## config.mk

```make
export PLATFORM = sky130hd
export DESIGN_NAME = pulse_stretcher
export DESIGN_NICKNAME = d
export VERILOG_FILES = /design/src/rtl/pulse_stretcher.sv
export SDC_FILE = /design/constraint.sdc
export NUM_CORES = 1
export LEC_CHECK = 0
export CAP_MARGIN = 20
export CORE_ASPECT_RATIO = 0.8
export CORE_MARGIN = 3
export CORE_UTILIZATION = 30
export CTS_BUF_LIST = sky130_fd_sc_hd__clkbuf_4
export CTS_CLUSTER_SIZE = 20
export DETAILED_ROUTE_END_ITERATION = 8
export HOLD_SLACK_MARGIN = 0.08
export PLACE_DENSITY_LB_ADDON = 0.12
export SLEW_MARGIN = 20
export SYNTH_ARGS = -nofsm -noshare
export SYNTH_HDL_FRONTEND = slang
export SYNTH_SLANG_ARGS = --single-unit
```

## constraint.sdc

```tcl
create_clock -name clk -period 3.15 [get_ports clk]
set_input_delay 0.63 -clock clk [delete_from_list [all_inputs] [get_ports clk]]
set_output_delay 0.63 -clock clk [all_outputs]
set_load 0.03 [all_outputs]
```

## src/rtl/pulse_stretcher.sv

```systemverilog
// Stretches one-cycle event pulses into fixed-length level pulses. A 1-cycle trigger-to-output latency.
// Triggers arriving while busy are queued or replayed after a gap, or restart the running pulse.
module pulse_stretcher #(
  parameter int PULSE_LEN   = 25000000,
  parameter int GAP_LEN     = 5000000,
  parameter int MAX_PENDING = 3,
  parameter int RETRIGGER   = 0
) (
  input  logic                               clk,
  input  logic                               reset,
  input  logic                               trigger,
  output logic                               pulse_out,
  output logic                               busy,
  output logic                               done,
  output logic                               overflow,
  output logic [$clog2(MAX_PENDING+1)-1:0]   pending
);

  localparam int LONGEST = (PULSE_LEN > GAP_LEN) ? PULSE_LEN : GAP_LEN;
  localparam int CW      = $clog2(LONGEST + 1);
  localparam int PW      = $clog2(MAX_PENDING + 1);

  localparam logic [CW-1:0] PULSE_LOAD = CW'(PULSE_LEN - 1);
  localparam logic [CW-1:0] GAP_LOAD   = CW'(GAP_LEN - 1);
  localparam logic [PW-1:0] PEND_MAX   = PW'(MAX_PENDING);

  typedef enum logic [1:0] {
    IDLE   = 2'd0,
    ACTIVE = 2'd1,
    GAP    = 2'd2
  } state_t;

  state_t          state_q, state_d;
  logic [CW-1:0]   cnt_q, cnt_d;
  logic [PW-1:0]   pend_q, pend_d;
  logic            pulse_q, pulse_d;
  logic            busy_q, busy_d;
  logic            done_q, done_d;
  logic            ovf_q, ovf_d;
  logic            pend_full;

  assign pend_full = (pend_q == PEND_MAX);

  always_comb begin
    state_d = state_q;
    cnt_d   = cnt_q;
    pend_d  = pend_q;
    pulse_d = pulse_q;
    busy_d  = busy_q;
    done_d  = 1'b0;
    ovf_d   = 1'b0;

    case (state_q)
      IDLE: begin
        if (trigger) begin
          state_d = ACTIVE;
          cnt_d   = PULSE_LOAD;
          pulse_d = 1'b1;
          busy_d  = 1'b1;
        end
      end

      ACTIVE: begin
        if ((RETRIGGER != 0) && trigger) begin
          cnt_d = PULSE_LOAD;
        end else begin
          if (trigger) begin
            if (pend_full) ovf_d  = 1'b1;
            else           pend_d = pend_q + PW'(1);
          end
          if (cnt_q == '0) begin
            state_d = GAP;
            cnt_d   = GAP_LOAD;
            pulse_d = 1'b0;
            done_d  = 1'b1;
          end else begin
            cnt_d = cnt_q - CW'(1);
          end
        end
      end

      GAP: begin
        if (cnt_q == '0) begin
          // A trigger here is consumed directly; it cancels against the dequeue.
          if (trigger || (pend_q != '0)) begin
            state_d = ACTIVE;
            cnt_d   = PULSE_LOAD;
            pulse_d = 1'b1;
            if (!trigger) pend_d = pend_q - PW'(1);
          end else begin
            state_d = IDLE;
            busy_d  = 1'b0;
          end
        end else begin
          cnt_d = cnt_q - CW'(1);
          if (trigger) begin
            if (pend_full) ovf_d  = 1'b1;
            else           pend_d = pend_q + PW'(1);
          end
        end
      end

      default: begin
        state_d = IDLE;
        cnt_d   = '0;
        pend_d  = '0;
        pulse_d = 1'b0;
        busy_d  = 1'b0;
      end
    endcase
  end

  always_ff @(posedge clk or posedge reset) begin
    if (reset) begin
      state_q <= IDLE;
      cnt_q   <= '0;
      pend_q  <= '0;
      pulse_q <= 1'b0;
      busy_q  <= 1'b0;
      done_q  <= 1'b0;
      ovf_q   <= 1'b0;
    end else begin
      state_q <= state_d;
      cnt_q   <= cnt_d;
      pend_q  <= pend_d;
      pulse_q <= pulse_d;
      busy_q  <= busy_d;
      done_q  <= done_d;
      ovf_q   <= ovf_d;
    end
  end

  assign pulse_out = pulse_q;
  assign busy      = busy_q;
  assign done      = done_q;
  assign overflow  = ovf_q;
  assign pending   = pend_q;

endmodule

```

* Word-level counts from Yosys, hierarchy flattened *
Index checks and enable logic that the tools add are counted.

cells by class
  $add $sub $neg = 3
  eq/ne operators = 10
  muxes and demuxes = 30
  bitwise operators = 2
  reduce and logical (&&, ||, !) cells = 9

operators by type and width
  operator                                                               count
  25-bit two-way mux                                                     4
  25-bit case mux with 3 select lines                                    1
  25-bit zero test                                                       1
  25-bit by 1-bit subtractor with 25-bit output (second input constant)  1
  2-bit two-way mux                                                      8
  1-bit two-way mux                                                      12
  2-bit case mux with 3 select lines                                     2
  2-bit != test (second input constant)                                  5
  4-bit AND reduction                                                    2
  3-bit != test (second input constant)                                  2
  1-bit case mux with 3 select lines                                     2
  3-bit AND reduction                                                    2
  2-bit == test (second input constant)                                  2
  2-bit by 1-bit adder with 2-bit output (second input constant)         1
  2-bit by 1-bit == test with 1-bit output (second input constant)       1
  2-bit zero test                                                        1
  1-bit inverter                                                         2
  1-bit case mux with 2 select lines                                     1
  2-bit AND reduction                                                    1
  2-bit nonzero test                                                     1
  2-bit by 1-bit subtractor with 2-bit output (second input constant)    1
  1-bit logical OR                                                       1

word-level totals
  register bits = 33
  input port bits = 3
  logic and storage cells = 61

* Depth between registers and ports, before layout *
  depth after elaboration = 5
  gate-level depth with buffers = 9

* Least setup slack after synthesis *
No wires, ideal clock.

  path kind = register -> register
  start point = register cnt_q[2]
  end point = register cnt_q[23]
  data arrival time = 2.419 ns
  path slack = 0.649 ns
  stages on the path, launching flop included = 8
  path buffers = 2
  clock period less this slack = 2.501 ns
  path through = dfrtp_1 > buf_6 > or4_4 > or4_1 > buf_2 > or4_1 > or4_1 > o21ai_0

between the ends
  word-level cells in the longest chain between the ends = 3

ends and longest elaborated chain
  element                                                                            line  source
  from (decl)                                                                        34    logic [CW-1:0] cnt_q, cnt_d;
  from (signal assigned)                                                             124   cnt_q <= cnt_d;
  25-bit by 1-bit subtractor with 25-bit output or 25-bit zero test (tied branches)  n/a
  25-bit two-way mux (tied with other cells)                                         83    if (cnt_q == '0) begin
  25-bit case mux with 3 select lines or 2-bit AND reduction (tied branches)         n/a

Several ways; a longest one is shown, not always the timed one.
A chain may end at the register's enable or synchronous reset.

* Worst setup path after layout *
  start point = register cnt_q[0]
  end point = register cnt_q[23]

Same word-level chain as after synthesis.

==> flow_metrics.tcl <==
set metrics [dict create \
    fmax_mhz 373 \
    worstPathMaxFanout 7 \
    crit_arrival_ps 2950 \
    netlist_area_um2 2310 \
    firstDrtPassIters 4 \
    netlist_instances 276 \
    cts_tree "done" \
    status "complete, no violations" \
    postCtsSetupBuffers 0 \
    worstMarginPinSlew_ps 654 \
    avgSynthCellArea_um2 8.38 \
    ys_ff_latch 33 \
    critPathMaxStageDelay_ps 640 \
    vias 2208 \
    design.core.area_um2 7160 \
    synthArstFlopShare 1.00 \
    crit_type "reg -> reg" \
    drtAntennaViolNets 0 \
    worstRegToRegCells 5 \
    dieArea_um2 8810 \
    start_util 0.323 \
    final_common_cell "dfrtp_1" \
    ys_types 55 \
    grt_start_max_net_pins 34 \
    crit_chain "or4_4 > or4_1 > or4_1 > or4_1 > o21ai_0" \
    multi_input_area_um2 1360 \
    fillers 773 \
    worstPathRequired_ps 3420 \
    grt_pass1_vias 2091 \
    drt_iter0_drc 148 \
    overflow 0 \
    dp_hpwl_um 5040 \
    yosysWarnings 0 \
    p_leak_nw 1.09 \
    pin_count 9 \
    syn2layout_area_growth_pct 15.2 \
    cts_buffer_depth 2 \
    cts_root_buf "clkbuf_4" \
    cts_hold_buf 0 \
    gp_congestion 0.788 \
    clock_skew_ps 17.3 \
    die_x_um 104 \
    syn-num-nets 289 \
    finalSetupTns_ps 0 \
    fin_util 0.372 \
    clk_pin_slew_ps 120 \
    critical-path-top-cell-by-count "or4_1" \
    layout.nets 307 \
    synth-seq-area-share 0.357 \
    crit_cells 5 \
    post-route-period-util 0.851 \
    cp.buffers_inverters 0 \
    portBuffers 8 \
    grt_pass1_wl_um 11500 \
    die_h_um 84.5 \
    cts.sinks 33 \
    min_delay_path_depth 1 \
    cts.htree.levels 2 \
    timing.slew.headroom 0.564 \
    synth_edf_count 0 \
    period_needed_ps 2680 \
    drive_above_1_share 0.125 \
    endpoint_kind "flip-flop" \
    grtUsageTotal 0.163 \
    seq_area_um2 826 \
    cp_slowest_cell "or4_1" \
    start_kind "flip-flop" \
    wl_um 6890 \
    post_cts_resized 0 \
    worstHoldPathType "reg -> reg" \
    fp-row-count 27 \
    rsz0062_at_grt "no" \
    pwr_density_cell_nw_per_um2 890 \
    finalSetupViolations 0 \
    clkLatencyLatePin_ps 350 \
    antenna_found_initial 0 \
    ir_drop_mv 0.376 \
    wl_per_cell_um 17.4 \
    viasPerCell 5.58 \
    hold_viol 0 \
    cap_viol_max_count 0 \
    drc 0 \
    finalMaxSlewViolations 0 \
    cts_buffers 5 \
    final_cell_mix "dfrtp_1 (33), nor2_1 (24), nand2_1 (20), a21oi_1 (18), buf_4 (18)" \
    diodes 0 \
    cp_top_family "simple AND/OR/NAND/NOR gates" \
    ys.flop_type "dfrtp_1" \
]
## registers in the layout (all words and copies together), names as in the netlist
name       cells
cnt_q         25
busy           1
pulse_out      1
state_q        2
pending        2
done           1
overflow       1
## cell usage after synthesis (4+ instances only)
| master | number | area (um2) |
|---|---|---|
| nand2_1 | 20 | 75.1 |
| or2_2 | 4 | 25.0 |
| a22o_1 | 5 | 43.8 |
| nor3_1 | 13 | 65.1 |
| nor2_1 | 24 | 90.1 |
| o21a_1 | 5 | 37.5 |
| ha_1 | 10 | 125 |
| o22a_1 | 5 | 43.8 |
| nand3_1 | 8 | 40.0 |
| nand4_1 | 4 | 25.0 |
| inv_1 | 17 | 63.8 |
| a31oi_1 | 7 | 43.8 |
| a21oi_1 | 18 | 90.1 |
| clkbuf_1 | 12 | 45.0 |
| nor4_1 | 8 | 50.1 |
| o21ai_0 | 17 | 85.1 |
| dfrtp_1 | 33 | 826 |
| or4_1 | 9 | 67.6 |
## per-stage QoR
step	hold slack [ps]	total power [mW]	setup WS [ps]	std cells	area [um2]
finish	558	2.37	468	396	2670
global placement	531	2.04	519	388	2590
CTS	552	2.38	481	396	2670
detailed placement	524	2.04	464	388	2590
floorplan	491	1.62	649	276	2310
global route	566	2.58	378	396	2670
## power by group
part	internal, mW	switching [mW]
sequential	0.573	0.184
clock	0.174	0.160
combinational	0.550	0.732
total	1.30	1.08
## final cells by class
type                       instances  area share
multi-input combinational        211       0.508
sequential                        33       0.310
timing repair buffer              26      0.0808
tap                              101      0.0474
inverter                          17      0.0239
clock buffer                       6      0.0169
clock inverter                     2      0.0127
## layer usage
metal  part of all wire  track usage  vias up
li1                   -            -     1080
met1               0.55        0.262     1064
met2               0.39        0.221       59
met3              0.045       0.0307        5
met4             0.0059       0.0338        0
met5                  0            0        -
## logic make-up after synthesis
kind of cell | Yosys count | synth area share
buffers and inverters | 32 | 0.0573
muxes | 4 | 0.0178
adders and majority gates | 10 | 0.0541
AOI/OAI and AO/OA | 90 | 0.267
and+or+nand+nor | 107 | 0.247
DFF | 33 | 0.357
## worst paths after layout
kind / from / end / slack [ps]
setup reg to reg: cnt_q[0] / cnt_q[23] / 470
setup / recovery: cnt_q[0] / cnt_q[23] / 470
max in group asynchronous: reset / cnt_q[3] / 2130
min in group asynchronous: reset / cnt_q[21] / 690
hold reg to reg: cnt_q[20] / cnt_q[20] / 560
hold / removal: cnt_q[20] / cnt_q[20] / 560
## worst register-to-register path, cell delays in order, from the launching register on
cell	delay, ps
dfrtp_1	440
or4_4	560
or4_1	640
or4_1	480
or4_1	400
o21ai_0	90
Note: power is estimated with default switching activity, not from simulation.
